--- src/rtl/function_lookup_table_if.sv ---
// Data bundle for function_lookup_table: evaluation inputs, LUT write port and
// the three registered results. The master drives inputs; the slave is the evaluator.
interface function_lookup_table_if #(
    parameter int W_X = 4,
    parameter int W_Y = 8
);
    logic signed [W_X-1:0] xf;
    logic signed [W_X-1:0] xq;
    logic signed [W_X-1:0] xiq;
    logic signed [W_Y-1:0] yiq;
    logic                  lut_we;
    logic signed [W_Y-1:0] yf;
    logic signed [W_Y-1:0] yq_fun;
    logic signed [W_Y-1:0] yq_lut;

    modport master (
        output xf, xq, xiq, yiq, lut_we,
        input  yf, yq_fun, yq_lut
    );

    modport slave (
        input  xf, xq, xiq, yiq, lut_we,
        output yf, yq_fun, yq_lut
    );
endinterface

--- src/rtl/function_lookup_table.sv ---
// Evaluates f(x) = x*x + x, saturated to W_Y bits, on two arithmetic channels
// and through a run-time writable 2^W_X-entry lookup table.
module function_lookup_table #(
    parameter int W_X = 4,
    parameter int W_Y = 8
) (
    input  logic                    clk,
    input  logic                    rst,
    function_lookup_table_if.slave  bus
);
    localparam int DEPTH = 1 << W_X;
    localparam int W_F   = 2 * W_X + 1;
    localparam int W_C   = (W_F > W_Y) ? W_F : W_Y;

    // Full-precision evaluation followed by clamping into the signed W_Y range.
    function automatic logic signed [W_Y-1:0] sat_f(input logic signed [W_X-1:0] x);
        logic signed [W_C-1:0] xe;
        logic signed [W_C-1:0] full;
        logic signed [W_C-1:0] hi;
        logic signed [W_C-1:0] lo;
        xe            = {{(W_C-W_X){x[W_X-1]}}, x};
        full          = xe * xe + xe;
        hi            = '0;
        hi[W_Y-2:0]   = '1;
        lo            = '1;
        lo[W_Y-2:0]   = '0;
        if (full > hi) begin
            sat_f = hi[W_Y-1:0];
        end else if (full < lo) begin
            sat_f = lo[W_Y-1:0];
        end else begin
            sat_f = full[W_Y-1:0];
        end
    endfunction

    logic signed [W_Y-1:0] r_lut [0:DEPTH-1];
    logic signed [W_Y-1:0] r_yf;
    logic signed [W_Y-1:0] r_yq_fun;
    logic signed [W_Y-1:0] r_yq_lut;

    logic        [W_X-1:0] w_rd_idx;
    logic        [W_X-1:0] w_wr_idx;
    logic signed [W_Y-1:0] w_yf_fun;
    logic signed [W_Y-1:0] w_yq_fun;

    // Table indices use the raw two's complement bit pattern, so -8 selects entry 8.
    assign w_rd_idx = bus.xq;
    assign w_wr_idx = bus.xiq;
    assign w_yf_fun = sat_f(bus.xf);
    assign w_yq_fun = sat_f(bus.xq);

    // Output registers and table; reset reloads the table and overrides any write.
    always_ff @(posedge clk) begin
        if (rst) begin
            r_yf     <= '0;
            r_yq_fun <= '0;
            r_yq_lut <= '0;
            for (int i = 0; i < DEPTH; i++) begin
                r_lut[i[W_X-1:0]] <= sat_f(i[W_X-1:0]);
            end
        end else begin
            r_yf     <= w_yf_fun;
            r_yq_fun <= w_yq_fun;
            r_yq_lut <= r_lut[w_rd_idx];
            if (bus.lut_we) begin
                r_lut[w_wr_idx] <= bus.yiq;
            end
        end
    end

    assign bus.yf     = r_yf;
    assign bus.yq_fun = r_yq_fun;
    assign bus.yq_lut = r_yq_lut;
endmodule

--- src/flat_wrapper.sv ---
// flat-port wrapper written by rule: the top's interface ports become plain ports
module function_lookup_table_flat 
#(
    parameter int W_X = 4,
    parameter int W_Y = 8
)
  (clk, rst, bus_xf, bus_xq, bus_xiq, bus_yiq, bus_lut_we, bus_yf, bus_yq_fun, bus_yq_lut);
  function_lookup_table_if #(.W_X(W_X), .W_Y(W_Y)) bus_i ();
  input  logic clk;
  input  logic rst;
  input wire logic [$bits(bus_i.xf)-1:0] bus_xf;
  input wire logic [$bits(bus_i.xq)-1:0] bus_xq;
  input wire logic [$bits(bus_i.xiq)-1:0] bus_xiq;
  input wire logic [$bits(bus_i.yiq)-1:0] bus_yiq;
  input wire logic [$bits(bus_i.lut_we)-1:0] bus_lut_we;
  output wire logic [$bits(bus_i.yf)-1:0] bus_yf;
  output wire logic [$bits(bus_i.yq_fun)-1:0] bus_yq_fun;
  output wire logic [$bits(bus_i.yq_lut)-1:0] bus_yq_lut;
  assign bus_i.xf = bus_xf;
  assign bus_i.xq = bus_xq;
  assign bus_i.xiq = bus_xiq;
  assign bus_i.yiq = bus_yiq;
  assign bus_i.lut_we = bus_lut_we;
  assign bus_yf = bus_i.yf;
  assign bus_yq_fun = bus_i.yq_fun;
  assign bus_yq_lut = bus_i.yq_lut;
  function_lookup_table #(.W_X(W_X), .W_Y(W_Y)) u_core (.clk(clk), .rst(rst), .bus(bus_i));
endmodule
--- config.mk ---
export PLATFORM = sky130hd
export DESIGN_NAME = function_lookup_table_flat
export DESIGN_NICKNAME = d
export VERILOG_FILES = /design/src/rtl/function_lookup_table_if.sv /design/src/rtl/function_lookup_table.sv /design/src/flat_wrapper.sv
export SDC_FILE = /design/constraint.sdc
export NUM_CORES = 1
export LEC_CHECK = 0
export BUFFER_PORTS_ARGS = -buffer_cell sky130_fd_sc_hd__buf_2
export CORE_MARGIN = 2
export CORE_UTILIZATION = 50
export CTS_BUF_LIST = sky130_fd_sc_hd__clkbuf_4 sky130_fd_sc_hd__clkbuf_8
export DETAILED_ROUTE_END_ITERATION = 7
export PLACE_DENSITY_LB_ADDON = 0.1
export SKIP_LAST_GASP = 1
export SLEW_MARGIN = 10
export SYNTH_ARGS = -nofsm -noshare
export SYNTH_HDL_FRONTEND = slang
export SYNTH_SLANG_ARGS = --single-unit
--- constraint.sdc ---
create_clock -name clk -period 6.6 [get_ports clk]
set_clock_uncertainty 0.15 [all_clocks]
set_input_delay 1.32 -clock clk [delete_from_list [all_inputs] [get_ports clk]]
set_output_delay 1.32 -clock clk [all_outputs]
set_load 0.1 [all_outputs]
# After elaboration in Yosys (flattened, before gate mapping)
# Memories as Yosys holds them, arrays and structs flattened. A register that Yosys moved wholly into a read port is not among the register bits.
# Cells that the tools add are included.
classes:
  mul: 2
  n_mux: 20
  n_addsub: 2
  reduce_logical: 3
  order_cmp: 4
ops:
  columns: ["cell", "n"]
  rows:
  - ["8-bit 2-to-1 mux", 11]
  - ["8-bit by 4-bit adder with 9-bit output", 2]
  - ["9-bit by 8-bit greater-than comparator with 1-bit output, second input constant", 2]
  - ["9-bit by 8-bit < comparator with 1-bit output, second input constant", 2]
  - ["4-bit by 4-bit multiplier with 8-bit output", 2]
  - ["7-bit 2-to-1 mux", 2]
  - ["8-bit OR reduction", 1]
  - ["1-bit 2-to-1 mux", 6]
  - ["4-bit 2-to-1 mux", 1]
  - ["2-bit OR reduction", 2]
totals:
  in_bits: 23
  memories: 1
  output_inout_bits: 24
  mem_bits_rw: 128
  ff_bits: 16
  elab_cells: 36
mem_list:
  columns: ["name", "words", "width", "read_ports", "rd_ports_with_merged_regs", "wr", "line_no", "rtl"]
  rows:
  - ["u_core.r_lut", 16, 8, 1, 1, 16, "function_lookup_table.sv:36", "logic signed [W_Y-1:0] r_lut [0:DEPTH-1];"]

# Longest topological paths before layout
# Gate-level depths: netlist of the first run.
logic_depth:
  ltp_word: 5
  depth_mapped: 15
  ltp_nobuf: 13

# Least setup slack after synthesis of the first run
# Ideal clock, no wire load.
synth_timing:
  kind: "input-to-reg"
  start: "input port bus_xq[1]"
  end: "register u_core.r_yq_fun[1] (netlist: u_core.bus.yq_fun[1])"
  setup_time_ps: 103
  arrival_ps: 4461
  n_path_buf: 2
  path_stages: 13
  path_slack_ps: 1886
  required_ps: 6347
  path_cell_list: "buf_2 buf_1 nor2b_1 ha_1 xnor2_1 fa_1 ha_1 ha_1 and4_1 o21ai_1 a2bb2oi_1 nor2_1 a2111oi_2"
synth_between:
  elab_chain_len: 5
  word_cells_on_any_way: 6
  classes_between: "add/sub (1); mul (1); order compare (2); mux (2)"
synth_lines:
  columns: ["element", "line_no", "rtl"]
  rows:
  - ["start, declared", "flat_wrapper.sv:12", "input wire logic [$bits(bus_i.xq)-1:0] bus_xq;"]
  - ["4-bit by 4-bit multiplier with 8-bit output", "function_lookup_table.sv:22", "full = xe * xe + xe;"]
  - ["8-bit by 4-bit adder with 9-bit output (*)", "function_lookup_table.sv:22", null]
  - ["9-bit by 8-bit < comparator with 1-bit output", "function_lookup_table.sv:29", "end else if (full < lo) begin"]
  - ["8-bit 2-to-1 mux", "function_lookup_table.sv:29", null]
  - ["7-bit 2-to-1 mux (*)", "function_lookup_table.sv:27", "if (full > hi) begin"]
  - ["end signal, assigned", "function_lookup_table.sv:63", "r_yq_fun <= w_yq_fun;"]
  - ["end, declared", "function_lookup_table.sv:38", "logic signed [W_Y-1:0] r_yq_fun;"]
# Mark *: on every way between the ends. The rest lies on a longest branch, timed or not.
# A chain may end at the register's enable or synchronous reset.

# Final worst setup path of the first run
layout_timing:
  start: "input port bus_xq[1]"
  end: "register u_core.r_yq_fun[5] (netlist: u_core.bus.yq_fun[5])"
# Same word-level chain as after synthesis.

==> results of run 1 <==
worst max-delay path by stage:
| stage | slack, ps | to | depth (start not counted) |
|---|---|---|---|
| final | 1610 | u_core.bus.yq_fun[5]$_SDFF_PP0_ | 13 |
| after global routing | 1380 | u_core.bus.yq_fun[3]$_SDFF_PP0_ | 12 |
| after CTS | 1630 | u_core.bus.yq_fun[1]$_SDFF_PP0_ | 12 |
| after detailed placement | 1190 | u_core.bus.yq_fun[1]$_SDFF_PP0_ | 12 |
| after global placement | 1350 | u_core.bus.yq_fun[1]$_SDFF_PP0_ | 12 |
| after floorplan | 1890 | u_core.bus.yq_fun[1]$_SDFF_PP0_ | 13 |
final cells by class:
cell class	instances	area [um^2]
Clock buffer	17	234
Timing Repair Buffer	50	260
Inverter	8	30.0
Fill cell	1300	6910
Sequential cell	152	4320
Tap cell	216	270
Multi-Input combinational cell	380	3440
Clock inverter	15	245
cell usage after synthesis (3+ instances only):
master	instances
xnor2_1	10
nor2_1	27
a2111oi_2	3
buf_6	3
and2_1	100
nor2b_1	15
nand2b_1	10
nor4_1	4
a21o_1	10
clkbuf_1	19
nand2_1	11
xor2_1	4
dfxtp_1	24
fa_1	6
inv_1	8
or2_2	19
mux4_2	40
edfxtp_1	128
a21oi_1	13
o21a_1	3
nor3_1	4
ha_1	39
a31o_2	4
or3_1	28
a31oi_1	4
buf_2	4
per-stage QoR:
| stage | power [mW] | cells | hold WS, ps | setup WS [ps] |
|---|---|---|---|---|
| 2_1_floorplan | 1.71 | 570 | 697 | 1890 |
| 3_3_place_gp | 1.83 | 806 | 718 | 1350 |
| 3_5_place_dp | 1.84 | 806 | 735 | 1190 |
| 4_1_cts | 2.69 | 838 | 756 | 1630 |
| 5_1_grt | 2.78 | 838 | 797 | 1380 |
| 6_report | 2.68 | 838 | 745 | 1610 |
state kept, by name, summed over array words and instances, names as in the netlist:
name / count
u_core.r_lut: 128
u_core.bus.yq_lut: 8
u_core.bus.yq_fun: 8
u_core.bus.yf: 8
worst max-delay path, cell delays in order:
cell	delay, ps
buf_2	790
nor2b_1	120
ha_1	350
xnor2_1	220
fa_1	460
ha_1	320
ha_1	340
and4_1	240
o21ai_1	140
a2bb2oi_1	450
o2bb2ai_1	180
o211ai_1	110
a31oi_1	180
power groups by stage:
stage               Sequential, mW  Combinational, mW  Clock, mW
finish                        1.14              0.682      0.855
detailed placement            1.16              0.680          0
floorplan                     1.41              0.300          0
global placement              1.16              0.671          0
CTS                           1.14              0.684      0.865
global route                  1.15              0.727      0.902
logic make-up after synthesis:
logic type,after synthesis,share of synthesized area
multiplexers,40,0.113
flip-flops,152,0.544
AND/OR/NAND/NOR,226,0.167
AO/OA/AOI/OAI,51,0.0495
adder cells (fa/ha/maj),45,0.0766
buffers and inverters,38,0.0224
XOR/XNOR,18,0.0265
routing by layer:
layer	GRT usage	routed length (um)	vias to the layer above
met5	0	0	-
met4	0.0607	238	0
met3	0.0517	923	17
met2	0.319	7680	131
met1	0.313	7980	2328
li1	-	-	2196
==> key figures, run 1 <==
Clock network
  • Cts repair resizes: 0
  • H-tree depth: 4
  • Clock slew at reported path FFs: 90 ps
  • Maximum buffer depth of the clock tree: 2
  • Postcts setup bufs: 0
  • CTS tree: built
  • CTS Hold Bufs: 0
  • CTS Buf Count: 17
  • Clk root buf: clkbuf_8
  • Sink Count: 152
  • Worst-skew pair later-pin latency: 460 ps

Floorplan
  • Row count: 46
  • Die area: 16900 um^2
  • Boundary pin count: 47
  • Die X-Extent: 130 um
  • Height of the chip: 130 um
  • Core area: 15700 um^2
  • Initial core utilization: 0.505

Worst setup path
  • Critical path peak fanout: 43
  • Worst Setup SP: bus_xq[1]
  • Reg2Reg Depth: 3
  • Worst Setup Start Kind: primary input
  • R2R setup slack: 4760 ps
  • Crit path kind: primary input to flop
  • Required @ worst endpoint: 6830 ps
  • Worst setup EP type: flop
  • Crit path DAT: 5220 ps
  • Worst r2r src: u_core.r_lut[8][0]$_SDFFCE_PN0P_
  • Worst R2R End: u_core.bus.yq_lut[0]$_SDFF_PP0_

Power and ir drop
  • Flop pwr share: 0.426
  • Logic pwr share: 0.255
  • Total power divided by cell area: 304 nW/um^2
  • Switching part of the total: 0.327
  • Sw Pwr: 0.874 mW
  • Int Pwr: 1.80 mW
  • Peak VDD IR: 0.000183 V
  • Clk network pwr share: 0.319
  • LEAKAGE: 3.35 nW

Timing
  • Slew Viols, Final: 0
  • Unrepaired setup endpoints after global routing: no
  • Relative slew margins: 0.285
  • Final Hold Fails: 0
  • Period utilisation layout: 0.756
  • Final TNS setup: 0 ps
  • FMAX: 200 MHz
  • Final setup fails: 0
  • Worst-margin pin slew: 1070 ps
  • Post-layout min period: 4990 ps

Finish
  • Final design utilization: 0.560
  • Area Growth Syn to Fin: 10.9%
  • Final nets: 677
  • Share of cells above drive strength 1: 0.249
  • Commonest non-fill, non-tap cell in the layout: edfxtp_1
  • Diode count: 0
  • Design area: 8800 um^2
  • Most frequent cells in the layout: edfxtp_1, and2_1, buf_2

Detailed routing
  • Post-DRT Antenna Nets: 0
  • # DRC: 0
  • Wirelength per Cell: 20.1 um
  • DRT Pass-1 Iters: 5
  • Via count of the routed design: 4672
  • DRT Wirelength: 16.8 mm
  • Vias per inst: 5.58
  • Iter 0 DRT Violations: 345

Synthesis
  • Synthesized cell area: 7940 um^2
  • Synth cell types: 48
  • Yosys warning count: 0
  • Primary FF master, synth: edfxtp_1
  • Post-synthesis sequential area ratio: 0.544
  • Post-synth top area share: 0.484
  • Post-synthesis area per instance: 13.9 um^2
  • Asr flop ratio synth: 0
  • Top post-synthesis cells by area: edfxtp_1, mux4_2, and2_1, ha_1, dfxtp_1
  • Syn_nets: 638
  • Seq cells post-synth: 152
  • Post-synth EDFFs: 128
  • Area leader, netlist: edfxtp_1
  • Synth Instances: 570

Global route
  • Largest net degree at the start of global routing: 44
  • GR Overflow Total: 0
  • First-pass GRT wire length: 26.1 mm
  • Tot GR Track Use: 0.213
  • Vias in the first global route: 4620
  • Initial antenna violation count: 0

Job
  • Max-cap viol count: 0

Placement
  • Placer Congestion: 0.806
  • Half-perimeter wire length after placement: 11.3 mm
  • DP Area: 8330 um^2
  • I/O Buffers: 46

Min path
  • Hold depth: 3
  • Min-Delay Startpoint: u_core.r_lut[3][7]$_SDFFCE_PN0P_
  • Worst hold endpoint: u_core.bus.yq_lut[7]$_SDFF_PP0_
  • Worst hold path class: flop to flop

Outcome
  • Status: complete, no violations
(Power assumes the default switching activity.)
==> inputs of run 2 (changes only) <==
ABC_AREA = 1   (was default)
clock period = 4.2 ns   (was 6.6 ns; I/O delays follow)
==> run 2 against run 1 <==
  * Critical path depth rose by 5
  * Hold slack got worse by 170 ps
  * Die area fell by 0.26%
  * Design area fell by 1.4%
  * Clock-buffer cell count rose by 5
  * Sequential power rose by 57%
  * Via count rose by 27%
  * Clock power rose by 27%
  * Critical path type unchanged
==> key figures, run 2 <==
Outcome
  • Status: complete, no violations

Worst setup path
  • Crit path DAT: 3730 ps
  • Largest stage delay on the critical path: 460 ps
  • CP dominant cell by count: nand2_1
  • Cell Chain, Critical Path: buf_2, inv_1, nor2_1, ha_1, inv_1, xor2_1, fa_1, ha_1, ha_1, nand2_1, inv_1, nand3_1, nand3_1, nand2_1, nand2_1, nand3_1, nand2_1, nor2_1
  • Crit path kind: primary input to flop
  • Required @ worst endpoint: 4400 ps
  • Critical path peak fanout: 6
  • Critical Path Slowest Stage Cell: fa_1
  • Number of buffers and inverters on the critical path: 4
  • Worst Setup Start Kind: primary input
  • Worst setup EP type: flop
  • Crit-path leading delay family: adder cells

Detailed routing
  • DRT Pass-1 Iters: 5
  • Wirelength per Cell: 16.5 um
  • Vias per inst: 5.23
  • # DRC: 0
  • Iter 0 DRT Violations: 468
  • Via count of the routed design: 5937
  • DRT Wirelength: 18.7 mm
  • Post-DRT Antenna Nets: 0

Clock network
  • H-tree depth: 4
  • Maximum buffer depth of the clock tree: 2
  • Worst-skew pair later-pin latency: 470 ps
  • Cts repair resizes: 0
  • Clock slew at reported path FFs: 70 ps
  • Sink Count: 152
  • CTS Hold Bufs: 0
  • Clk root buf: clkbuf_8
  • Postcts setup bufs: 0
  • CTS Buf Count: 17
  • CTS tree: built

Synthesis
  • Post-synthesis compound-gate area fraction: 0.0867
  • Post-synth top area share: 0.485
  • Synth Area in XOR/XNOR: 0.0133
  • Post-synthesis mux area share: 0
  • Most common cell in the netlist: nor2_1
  • Post-synthesis area per instance: 9.17 um^2
  • Primary FF master, synth: edfxtp_1
  • Asr flop ratio synth: 0
  • Syn_nets: 932
  • Adder-cell area share of the yosys netlist: 0.0768
  • Post-synth EDFFs: 128
  • Commonest cells in the synthesized netlist: nor2_1, nand2_1, edfxtp_1
  • Synth cell types: 34
  • Seq cells post-synth: 152
  • Post-synthesis sequential area ratio: 0.546
  • Yosys warning count: 0
  • Largest family of logic cells by synthesized area: simple AND/OR/NAND/NOR gates
  • Simple-Gate Fraction of Synth Area: 0.206
  • Synth Instances: 864
  • Synthesized cell area: 7920 um^2
  • Top post-synthesis cells by area: edfxtp_1, nor2_1, nand2_1, ha_1, dfxtp_1
  • Area leader, netlist: edfxtp_1

Global route
  • GR Overflow Total: 0
  • Largest net degree at the start of global routing: 66
  • Vias in the first global route: 5623
  • First-pass GRT wire length: 28.9 mm
  • Tot GR Track Use: 0.230
  • Initial antenna violation count: 0

Finish
  • Top reg by flops: u_core.r_lut
  • Share of cells above drive strength 1: 0.133
  • Multi-input logic area: 3030 um^2
  • Final nets: 974
  • Area Growth Syn to Fin: 9.60%
  • Most frequent cells in the layout: nor2_1, nand2_1, edfxtp_1
  • Commonest non-fill, non-tap cell in the layout: nor2_1
  • Number of flip-flops in the largest register: 128
  • Storage cell area: 4320 um^2
  • Diode count: 0
  • Fillers: 1474

Power and ir drop
  • Switching part of the total: 0.349
  • Peak VDD IR: 0.000230 V
  • Flop pwr share: 0.463
  • Int Pwr: 2.51 mW
  • Total power divided by cell area: 444 nW/um^2
  • Clk network pwr share: 0.282
  • Power Total: 3.86 mW
  • Sw Pwr: 1.35 mW
  • Logic pwr share: 0.255
  • LEAKAGE: 3.75 nW

Timing
  • Post-layout min period: 3530 ps
  • Final TNS setup: 0 ps
  • Period utilisation layout: 0.840
  • Slew Viols, Final: 0
  • Relative slew margins: 0.404
  • Final Hold Fails: 0
  • Final setup fails: 0
  • Worst-margin pin slew: 894 ps
  • Unrepaired setup endpoints after global routing: no
  • FMAX: 283 MHz

Floorplan
  • Initial core utilization: 0.506
  • Row count: 46
  • Boundary pin count: 47
  • Die area: 16900 um^2
  • Die X-Extent: 130 um
  • Core area: 15700 um^2
  • Height of the chip: 130 um

Placement
  • I/O Buffers: 46
  • Placer Congestion: 0.921
  • Half-perimeter wire length after placement: 13.2 mm

Job
  • Max-cap viol count: 0

Min path
  • Worst hold path class: primary input to flop
-- run 2: area by class of cell --
| cell class | instances | area share |
|---|---|---|
| clock inverters | 10 | 0.0110 |
| well taps | 216 | 0.0311 |
| multi-input cells | 585 | 0.349 |
| clock buffers | 22 | 0.0342 |
| repair buffers | 57 | 0.0360 |
| inverters | 93 | 0.0402 |
| flip-flops and latches | 152 | 0.498 |
-- run 2: worst paths after layout --
kind	start	endpoint	slack, ps	depth (start not counted)
worst min register to register	u_core.r_lut[5][0]$_SDFFCE_PN0P_	u_core.bus.yq_lut[0]$_SDFF_PP0_	600	4
worst max register to register	u_core.r_lut[10][5]$_SDFFCE_PN0P_	u_core.bus.yq_lut[5]$_SDFF_PP0_	2810	6
worst min-delay path	rst	u_core.bus.yf[7]$_SDFF_PP0_	580	2
worst max-delay path	bus_xf[3]	u_core.bus.yf[2]$_SDFF_PP0_	670	18
-- run 2: through the flow --
step | hold slack, ps | util | cells | cell area (um^2) | setup slack (ps)
3_5_place_dp | 566 | 0.530 | 1103 | 8290 | 217
5_1_grt | 553 | 0.555 | 1135 | 8680 | 410
3_3_place_gp | 569 | 0.530 | 1103 | 8290 | 302
2_1_floorplan | 484 | - | 864 | 7920 | 400
6_report | 579 | 0.555 | 1135 | 8680 | 670
4_1_cts | 546 | 0.555 | 1135 | 8680 | 701
-- run 2: power by group through the flow --
stage | clock network, mW | logic (mW) | registers (mW)
2_1_floorplan | 0 | 0.428 | 2.17
3_3_place_gp | 0 | 0.971 | 1.82
3_5_place_dp | 0 | 0.980 | 1.82
4_1_cts | 1.10 | 0.985 | 1.79
5_1_grt | 1.15 | 1.07 | 1.80
6_report | 1.09 | 0.984 | 1.79
-- run 2: metal layers --
layer / track usage / vias to the layer above / part of all wire
met3: 0.0455 / 26 / 0.061
met4: 0.0904 / 0 / 0.020
met1: 0.318 / 2799 / 0.45
met5: 0 / - / 0
met2: 0.361 / 180 / 0.47
li1: - / 2932 / -
-- run 2: worst reg2reg max path: stages, from the launching register on --
cell	delay, ps
edfxtp_1	370
o21ai_0	260
o22ai_1	130
nand2_1	110
nand2_1	60
inv_1	90
a21oi_1	100
-- run 2: cells by family after synthesis --
| family | after synthesis |
|---|---|
| flops | 152 |
| fa+ha+maj | 45 |
| simple gates | 406 |
| buf+inv | 127 |
| xor+xnor | 12 |
| compound gates | 122 |
